--- config.mk ---
export PLATFORM = sky130hd
export DESIGN_NAME = sram_req_arbiter
export DESIGN_NICKNAME = d
export VERILOG_FILES = /design/src/rtl/sram_arb_pkg.sv /design/src/rtl/sram_arb_rr2.sv /design/src/rtl/sram_req_arbiter.sv
export SDC_FILE = /design/constraint.sdc
export NUM_CORES = 1
export LEC_CHECK = 0
export ABC_CLOCK_PERIOD_IN_PS = 1800
export CAP_MARGIN = 25
export CELL_PAD_IN_SITES_DETAIL_PLACEMENT = 1
export CELL_PAD_IN_SITES_GLOBAL_PLACEMENT = 1
export CORE_MARGIN = 5
export CORE_UTILIZATION = 29
export CTS_CLUSTER_SIZE = 28
export DETAILED_ROUTE_END_ITERATION = 8
export PLACE_DENSITY = 0.85
export SYNTH_ARGS = -nofsm -noshare
export SYNTH_HDL_FRONTEND = slang
export SYNTH_SLANG_ARGS = --single-unit
--- constraint.sdc ---
create_clock -name HCLK -period 1.8 [get_ports HCLK]
set_input_delay 0.27 -clock HCLK [delete_from_list [all_inputs] [get_ports HCLK]]
set_output_delay 0.27 -clock HCLK [all_outputs]
set_load 0.005 [all_outputs]
--- src/rtl/sram_arb_pkg.sv ---
// sram_arb_pkg: shared FSM encoding and AHB transfer-size constants for the
// SRAM request arbiter.
package sram_arb_pkg;

  localparam logic [1:0] ARB_IDLE  = 2'd0;
  localparam logic [1:0] ARB_ISSUE = 2'd1;
  localparam logic [1:0] ARB_WAIT  = 2'd2;
  localparam logic [1:0] ARB_RESP  = 2'd3;

  typedef enum logic [1:0] {
    ST_IDLE  = ARB_IDLE,
    ST_ISSUE = ARB_ISSUE,
    ST_WAIT  = ARB_WAIT,
    ST_RESP  = ARB_RESP
  } arb_state_e;

  localparam logic [2:0] SZ_BYTE = 3'b000;
  localparam logic [2:0] SZ_HALF = 3'b001;
  localparam logic [2:0] SZ_WORD = 3'b010;

endpackage

--- src/rtl/sram_arb_rr2.sv ---
// sram_arb_rr2: two-way round-robin grant picker. The pointer remembers the
// requester served last and only moves when the top enables an update.
module sram_arb_rr2 (
  input  logic       HCLK,
  input  logic       HRESETN,
  input  logic [1:0] req,
  input  logic       upd_en,
  input  logic       upd_idx,
  output logic       winner
);

  logic ptr_r;

  // Pointer resets to requester 1 so requester 0 wins the first tie.
  always_ff @(posedge HCLK or negedge HRESETN) begin
    if (!HRESETN) begin
      ptr_r <= 1'b1;
    end else if (upd_en) begin
      ptr_r <= upd_idx;
    end else begin
      ptr_r <= ptr_r;
    end
  end

  // Sole requester wins; on a tie the requester not served last wins.
  always_comb begin
    winner = 1'b0;
    case (req)
      2'b01:   winner = 1'b0;
      2'b10:   winner = 1'b1;
      2'b11:   winner = ~ptr_r;
      default: winner = 1'b0;
    endcase
  end

endmodule

--- src/rtl/sram_req_arbiter.sv ---
// sram_req_arbiter: shares one SRAM controller port between two requesters.
// Defining SRAM_ARB_TIMEOUT_EN adds a WAIT-state watchdog that aborts with rN_err.
module sram_req_arbiter
  import sram_arb_pkg::*;
#(
  parameter int AHB_DWIDTH     = 32,
  parameter int ADDR_WIDTH     = 20,
  parameter int TIMEOUT_CYCLES = 16
) (
  input  logic                  HCLK,
  input  logic                  HRESETN,
  input  logic                  r0_req,
  input  logic                  r0_write,
  input  logic [2:0]            r0_size,
  input  logic [ADDR_WIDTH-1:0] r0_addr,
  input  logic [AHB_DWIDTH-1:0] r0_wdata,
  output logic                  r0_ack,
  output logic [AHB_DWIDTH-1:0] r0_rdata,
  output logic                  r0_err,
  input  logic                  r1_req,
  input  logic                  r1_write,
  input  logic [2:0]            r1_size,
  input  logic [ADDR_WIDTH-1:0] r1_addr,
  input  logic [AHB_DWIDTH-1:0] r1_wdata,
  output logic                  r1_ack,
  output logic [AHB_DWIDTH-1:0] r1_rdata,
  output logic                  r1_err,
  output logic                  m_req,
  output logic                  m_write,
  output logic [2:0]            m_size,
  output logic [ADDR_WIDTH-1:0] m_addr,
  output logic [AHB_DWIDTH-1:0] m_wdata,
  input  logic                  m_ack,
  input  logic [AHB_DWIDTH-1:0] m_rdata,
  input  logic                  m_busy
);

  arb_state_e            state_r;
  arb_state_e            state_nx_s;
  logic                  grant_r;
  logic                  pick_s;
  logic                  any_req_s;
  logic                  take_s;
  logic                  done_s;
  logic                  abort_s;
  logic                  finish_s;
  logic                  upd_en_s;
  logic                  tmo_hit_s;

  logic                  sel_write_s;
  logic [2:0]            sel_size_s;
  logic [ADDR_WIDTH-1:0] sel_addr_s;
  logic [AHB_DWIDTH-1:0] sel_wdata_s;

  logic                  m_req_r;
  logic                  m_write_r;
  logic [2:0]            m_size_r;
  logic [ADDR_WIDTH-1:0] m_addr_r;
  logic [AHB_DWIDTH-1:0] m_wdata_r;
  logic                  r0_ack_r;
  logic                  r1_ack_r;
  logic [AHB_DWIDTH-1:0] r0_rdata_r;
  logic [AHB_DWIDTH-1:0] r1_rdata_r;

  assign any_req_s = r0_req | r1_req;
  assign finish_s  = done_s | abort_s;
  assign upd_en_s  = (state_r == ST_RESP);

  sram_arb_rr2 u_rr2 (
    .HCLK    (HCLK),
    .HRESETN (HRESETN),
    .req     ({r1_req, r0_req}),
    .upd_en  (upd_en_s),
    .upd_idx (grant_r),
    .winner  (pick_s)
  );

  // Command of the current arbitration winner.
  always_comb begin
    if (pick_s) begin
      sel_write_s = r1_write;
      sel_size_s  = r1_size;
      sel_addr_s  = r1_addr;
      sel_wdata_s = r1_wdata;
    end else begin
      sel_write_s = r0_write;
      sel_size_s  = r0_size;
      sel_addr_s  = r0_addr;
      sel_wdata_s = r0_wdata;
    end
  end

  // Next-state logic; m_ack only counts in WAIT, BUSY only gates grants in IDLE.
  always_comb begin
    state_nx_s = state_r;
    take_s     = 1'b0;
    done_s     = 1'b0;
    abort_s    = 1'b0;
    case (state_r)
      ST_IDLE: begin
        if (!m_busy && any_req_s) begin
          take_s     = 1'b1;
          state_nx_s = ST_ISSUE;
        end else begin
          state_nx_s = ST_IDLE;
        end
      end
      ST_ISSUE: state_nx_s = ST_WAIT;
      ST_WAIT: begin
        if (m_ack) begin
          done_s     = 1'b1;
          state_nx_s = ST_RESP;
        end else if (tmo_hit_s) begin
          abort_s    = 1'b1;
          state_nx_s = ST_RESP;
        end else begin
          state_nx_s = ST_WAIT;
        end
      end
      ST_RESP: state_nx_s = ST_IDLE;
      default: state_nx_s = ST_IDLE;
    endcase
  end

  // State, grant and the command held stable towards the controller.
  always_ff @(posedge HCLK or negedge HRESETN) begin
    if (!HRESETN) begin
      state_r   <= ST_IDLE;
      grant_r   <= 1'b0;
      m_req_r   <= 1'b0;
      m_write_r <= 1'b0;
      m_size_r  <= 3'b000;
      m_addr_r  <= {ADDR_WIDTH{1'b0}};
      m_wdata_r <= {AHB_DWIDTH{1'b0}};
    end else begin
      state_r <= state_nx_s;
      m_req_r <= take_s;
      if (take_s) begin
        grant_r   <= pick_s;
        m_write_r <= sel_write_s;
        m_size_r  <= sel_size_s;
        m_addr_r  <= sel_addr_s;
        m_wdata_r <= sel_wdata_s;
      end
    end
  end

  // Completion pulses; read data is only captured for reads that got m_ack.
  always_ff @(posedge HCLK or negedge HRESETN) begin
    if (!HRESETN) begin
      r0_ack_r   <= 1'b0;
      r1_ack_r   <= 1'b0;
      r0_rdata_r <= {AHB_DWIDTH{1'b0}};
      r1_rdata_r <= {AHB_DWIDTH{1'b0}};
    end else begin
      r0_ack_r <= finish_s & ~grant_r;
      r1_ack_r <= finish_s & grant_r;
      if (done_s && !m_write_r) begin
        if (grant_r) begin
          r1_rdata_r <= m_rdata;
        end else begin
          r0_rdata_r <= m_rdata;
        end
      end
    end
  end

`ifdef SRAM_ARB_TIMEOUT_EN
  localparam int TMO_W = $clog2(TIMEOUT_CYCLES + 1);
  localparam logic [TMO_W-1:0] TMO_LAST = TMO_W'(TIMEOUT_CYCLES - 1);

  logic [TMO_W-1:0] tmo_cnt_r;
  logic             r0_err_r;
  logic             r1_err_r;

  // Hitting TMO_LAST in WAIT means this is the TIMEOUT_CYCLES-th WAIT cycle.
  assign tmo_hit_s = (tmo_cnt_r == TMO_LAST);

  // Watchdog counter: zero on entry to WAIT, counts every WAIT cycle.
  always_ff @(posedge HCLK or negedge HRESETN) begin
    if (!HRESETN) begin
      tmo_cnt_r <= {TMO_W{1'b0}};
    end else if (state_r != ST_WAIT) begin
      tmo_cnt_r <= {TMO_W{1'b0}};
    end else begin
      tmo_cnt_r <= tmo_cnt_r + TMO_W'(1);
    end
  end

  // Error flags pulse together with the abort ack.
  always_ff @(posedge HCLK or negedge HRESETN) begin
    if (!HRESETN) begin
      r0_err_r <= 1'b0;
      r1_err_r <= 1'b0;
    end else begin
      r0_err_r <= abort_s & ~grant_r;
      r1_err_r <= abort_s & grant_r;
    end
  end

  assign r0_err = r0_err_r;
  assign r1_err = r1_err_r;
`else
  assign tmo_hit_s = 1'b0;
  assign r0_err    = 1'b0;
  assign r1_err    = 1'b0;
`endif

  assign m_req    = m_req_r;
  assign m_write  = m_write_r;
  assign m_size   = m_size_r;
  assign m_addr   = m_addr_r;
  assign m_wdata  = m_wdata_r;
  assign r0_ack   = r0_ack_r;
  assign r1_ack   = r1_ack_r;
  assign r0_rdata = r0_rdata_r;
  assign r1_rdata = r1_rdata_r;

endmodule

# --- Word level (Yosys, flattened, before mapping) ---
# Cells that the tools add are included.
word_totals:
  inputBits: 150
  rom_bits: 0
  mem_bits_rw: 0
  regBits: 127
  out_inout_bits: 125
  wordCells: 41
  n_memories: 0
  latch_bits: 0
classes:
  mux: 12
  div_mod_pow: 0
  order_cmp: 0
  n_shift: 0
  reduce_logical: 7
  bitwise: 5
  eq_ne: 5
  add_sub_neg: 0
  mul: 0
op_table:
  columns: ["cell", "count"]
  rows:
  - ["$mux 32", 1]
  - ["$mux 20", 1]
  - ["$eq 2x2->1 const B", 4]
  - ["$pmux 2 s4", 1]
  - ["$mux 1", 7]
  - ["$reduce_and 2->1", 2]
  - ["$mux 3", 1]
  - ["$and 1x1->1", 2]
  - ["$eq 2x1->1 const B", 1]
  - ["$logic_and 1x1->1", 2]
  - ["$logic_not 1->1", 2]
  - ["$logic_not 2->1", 1]
  - ["$not 1->1", 2]
  - ["$pmux 1 s2", 1]
  - ["$or 1x1->1", 1]

# --- Longest topological paths before layout ---
depth:
  word_depth: 4
  depth_mapped: 7
  depth_no_buf: 5

# --- Cells and area by module ---
# A second synthesis with hierarchy kept.
unflattened:
  cells_unflattened: 344
  hier_area_um2: 5835.6
by_module_without_submodules:
  columns: ["module", "seq_area_each_um2", "cells_each", "area_each_um2", "n_inst"]
  rows:
  - ["sram_req_arbiter", 3153.0, 341, 5786.8, 1]
  - ["sram_arb_rr2", 26.3, 3, 48.8, 1]

# --- Worst setup path after synthesis ---
# Ideal clock, no wire load.
synth_timing:
  kind: "register -> register"
  start: "register state_r[0]"
  end: "register m_wdata_r[21], in the netlist m_wdata[21]"
  setup_ns: 0.125
  arrival_ns: 1.552
  t_required_ns: 1.675
  path_stages_with_launch: 7
  period_less_slack_ns: 1.677
  setup_slack_ns: 0.123
  path_cell_list: "dfrtp_1 inv_1 ha_1 nor3b_2 buf_2 buf_4 mux2_4"
synth_between:
  elab_chain_cells: 2
synth_rtl:
  columns: ["element", "line_no", "text"]
  rows:
  - ["start, declared", "sram_req_arbiter.sv:38", "arb_state_e state_r;"]
  - ["start signal, assigned", "sram_req_arbiter.sv:136", "state_r <= state_nx_s;"]
  - ["$logic_not 2->1", "sram_req_arbiter.sv:99", "case (state_r)"]
  - ["$mux 1", "sram_req_arbiter.sv:99", null]
  - ["named net take_s", "sram_req_arbiter.sv:43", "logic take_s;"]
  - ["end signal, assigned", "sram_req_arbiter.sv:134", "m_wdata_r <= {AHB_DWIDTH{1'b0}};"]
  - ["end signal, assigned", "sram_req_arbiter.sv:143", "m_wdata_r <= sel_wdata_s;"]
  - ["end, declared", "sram_req_arbiter.sv:59", "logic [AHB_DWIDTH-1:0] m_wdata_r;"]
# The timed path passes the listed nets, and every way through them passes these cells.
# A chain may end at the register's enable or synchronous reset.

# --- Worst setup path after layout ---
layout_timing:
  start: "register u_rr2.ptr_r"
  end: "register m_wdata_r[11], in the netlist m_wdata[11]"
layout_between:
  elab_chain_cells: 3
layout_rtl:
  columns: ["element", "line_no", "text"]
  rows:
  - ["start, declared", "sram_arb_rr2.sv:12", "logic ptr_r;"]
  - ["start signal, assigned", "sram_arb_rr2.sv:19", "ptr_r <= upd_idx;"]
  - ["start signal, assigned", "sram_arb_rr2.sv:21", "ptr_r <= ptr_r;"]
  - ["$not 1->1", "sram_arb_rr2.sv:31", "2'b11: winner = ~ptr_r;"]
  - ["$pmux 1 s2", "sram_arb_rr2.sv:28", "case (req)"]
  - ["$mux 32", "sram_req_arbiter.sv:80", "if (pick_s) begin"]
# No other way between the ends.

==> impl_metrics.json <==
{
  "worst-r2r-cell-count": 4,
  "start_kind": "register",
  "syn_inst": 342,
  "setup_ws_ns": 0.0839,
  "numPlacedInstances": 871,
  "via_count_of_the_first_global_routing_pass": 4732,
  "number_of_placement_rows": 51,
  "critical_path.startpoint": "u_rr2.ptr_r",
  "nNetsFinal": 781,
  "clock_insertion_delay_worst_skew_ns": 0.40,
  "tritoncts_num_sinks": 127,
  "timing.critical_path.slowest_cell_delay_ns": 0.56,
  "clock_buffers_created_by_tritoncts": 17,
  "synth_top_area_share": 0.558,
  "firstDrtPassIters": 3,
  "top_level_ports": 275,
  "postRouteAntennaNets": 0,
  "final_hold_viol_count": 0,
  "timing.critical_path.to_type": "register",
  "synth_sequential_area_ratio": 0.562,
  "route.detailed.vias_per_inst": 4.35,
  "clock.fmax_mhz": 583,
  "die_area_mm2": 0.0224,
  "outcome": "complete, no violations",
  "final_cell_count_no_fill": 906,
  "yosys_register_bits": 127,
  "worst_setup_hold_path_clk_slew_ns": 0.06,
  "initial_core_util": 0.292,
  "grt_setup_unrepaired": "no",
  "antenna_found_initial": 0,
  "die_width_um": 150,
  "clock_path_buffers": 2,
  "area_growth_syn_to_layout_pct": 67.3,
  "post_synth_instance_area_mm2": 0.00565,
  "grt_overflow": 0,
  "critPathKind": "register to register",
  "die_h_um": 150,
  "worstPathCellList": "a21bo_4, buf_12, mux2_4, mux2_4",
  "p_leak_nw": 4.01,
  "synth.area.top_cells": "dfrtp_1 56%, mux2_2 22%, mux2_4 15%",
  "place_area_mm2": 0.00877,
  "report.final.slew_viol_count": 0,
  "fin_worst_skew_ns": 0.0103,
  "clock_tree.root_cell": "clkbuf_16",
  "fin_crit_ns": 1.72,
  "post_route_cells_drive_above_1_share": 0.345,
  "coreArea_mm2": 0.0193,
  "cts-htree-levels": 4,
  "critPathMostFrequentCell": "mux2_4",
  "critPathRequiredTime_ns": 2.08,
  "drcViolationCount": 0,
  "antenna_cells": 0,
  "grt_max_degree": 56,
  "final_design_area_no_fill_mm2": 0.00946,
  "critPathSlowestCell": "dfstp_2",
  "post_synth.cell_area_avg_um2": 16.5,
  "critical_path.max_fanout": 28,
  "netlist.top_cell.by_area": "dfrtp_1",
  "final.hold.worst_slack_ns": 0.325,
  "setup_viol": 0,
  "grt_first_pass_wirelength_mm": 26.4,
  "max_cap_viol_count": 0,
  "detailedPlace.worstSlack_ns": -0.171,
  "fin_setup_tns_ns": 0,
  "ir_drop_mv": 0.713,
  "globalplace.congestion": 0.742,
  "synth_warnings": 0,
  "r2r_endpoint": "m_wdata[11]",
  "class_of_the_most_critical_hold_timing_path": "input pin to async pin",
  "globalRouteTotalUtil": 0.152,
  "final_util": 0.489,
  "wl_per_cell_um": 18.8,
  "portBuffers": 272,
  "post_synth_num_cell_types": 21,
  "rr_startpoint": "u_rr2.ptr_r",
  "cts_tree": "done",
  "ff2ff_setup_slack_ns": 0.08,
  "num_vias": 3940,
  "capture_point_of_the_critical_path": "m_wdata[11]",
  "cp_data_arrival_time_ns": 2.00,
  "timing.final.crit_share": 0.953,
  "route.final.wire_length_mm": 17.0,
  "post-layout-total-power_mw": 15.1,
  "power_density_mw_per_mm2": 1600,
  "drt_iter0_markers": 35,
  "dp.final_hpwl_mm": 13.3
}
==> worst max-delay path, delay by kind of cell (launching register included) <==
family	cells	cell delay [ns]
AOI/OAI and AO/OA	1	0.20
buffers and inverters	1	0.24
DFF	1	0.56
muxes	2	0.59
==> sequential cells by signal, indices dropped and copies added (netlist names) <==
| name | count |
|---|---|
| m_wdata | 32 |
| r0_rdata | 32 |
| r1_rdata | 32 |
| m_addr | 20 |
| m_size | 3 |
| state_r | 2 |
| grant_r | 1 |
| m_req | 1 |
| m_write | 1 |
| r0_ack | 1 |
| r1_ack | 1 |
| u_rr2.ptr_r | 1 |
==> layer usage <==
metal | share of wire | track usage
met1 | 0.37 | 0.163
met2 | 0.55 | 0.280
met3 | 0.070 | 0.0533
met4 | 0.014 | 0.0435
met5 | 0 | 0
==> where the power goes <==
group          total [mW]  switching [mW]  leakage [nW]  internal [mW]
clock                3.62            1.33         0.307           2.29
combinational        6.34            1.89          2.19           4.45
sequential           5.17           0.865          1.52           4.31
==> cells in the mapped netlist <==
cell type and instances:
nor3_2 1, nand2_1 1, mux2_2 110, nor3b_2 1, dfstp_2 1, inv_1 3
buf_4 3, conb_1 1, buf_6 4, and3_1 1, o21bai_1 1, mux2_4 58
clkbuf_1 1, mux2_1 9, nor2_1 2, nand2b_1 1, a21bo_2 1, buf_2 13
ha_1 3, dfrtp_1 126, mux2i_1 1
==> layout by cell type (no fill, tap or decap), drive strengths merged, types with 2 or more instances in the layout <==
cell             n
clkbuf          20
buf             14
bufinv           3
clkinv           4
clkdlybuf4s50  271
nor2             2
ha               3
conb             2
dfrtp          126
mux2           177
inv              8
==> how the worst min path moves through the flow <==
stage | startpoint | to | slack (ns) | depth (start not counted)
floorplan | HRESETN | grant_r | -0.03 | 0
global placement | HRESETN | r1_rdata[16] | 0.20 | 1
detailed placement | HRESETN | r0_rdata[16] | 0.21 | 1
CTS | HRESETN | r0_rdata[16] | 0.31 | 2
global route | HRESETN | r1_rdata[16] | 0.33 | 2
finish | HRESETN | r0_rdata[16] | 0.32 | 2
==> timing repair <==
action,4_1_cts,5_1_grt
endpoints found under the setup margin,0,50
gates resized for setup,0,4
setup buffers,0,1
endpoints found under the hold margin,21,0
hold buffers,1,0
==> final cells by class <==
class | count | area (um^2)
inverters | 3 | 11.3
flip-flops and latches | 127 | 3180
clock inverters | 13 | 175
multi-input cells | 192 | 2350
well taps | 265 | 332
repair buffers | 287 | 2950
clock buffers | 19 | 453
fillers | 1948 | 9880
==> logic make-up after synthesis <==
group,after synthesis,share of synthesized area
simple gates,7,0.00819
buf+inv,24,0.0261
compound gates,2,0.00310
mux,178,0.393
fa+ha+maj,3,0.00664
flops,127,0.562
other cells,1,0.000663
No activity file was read; power rests on OpenSTA's default activity.
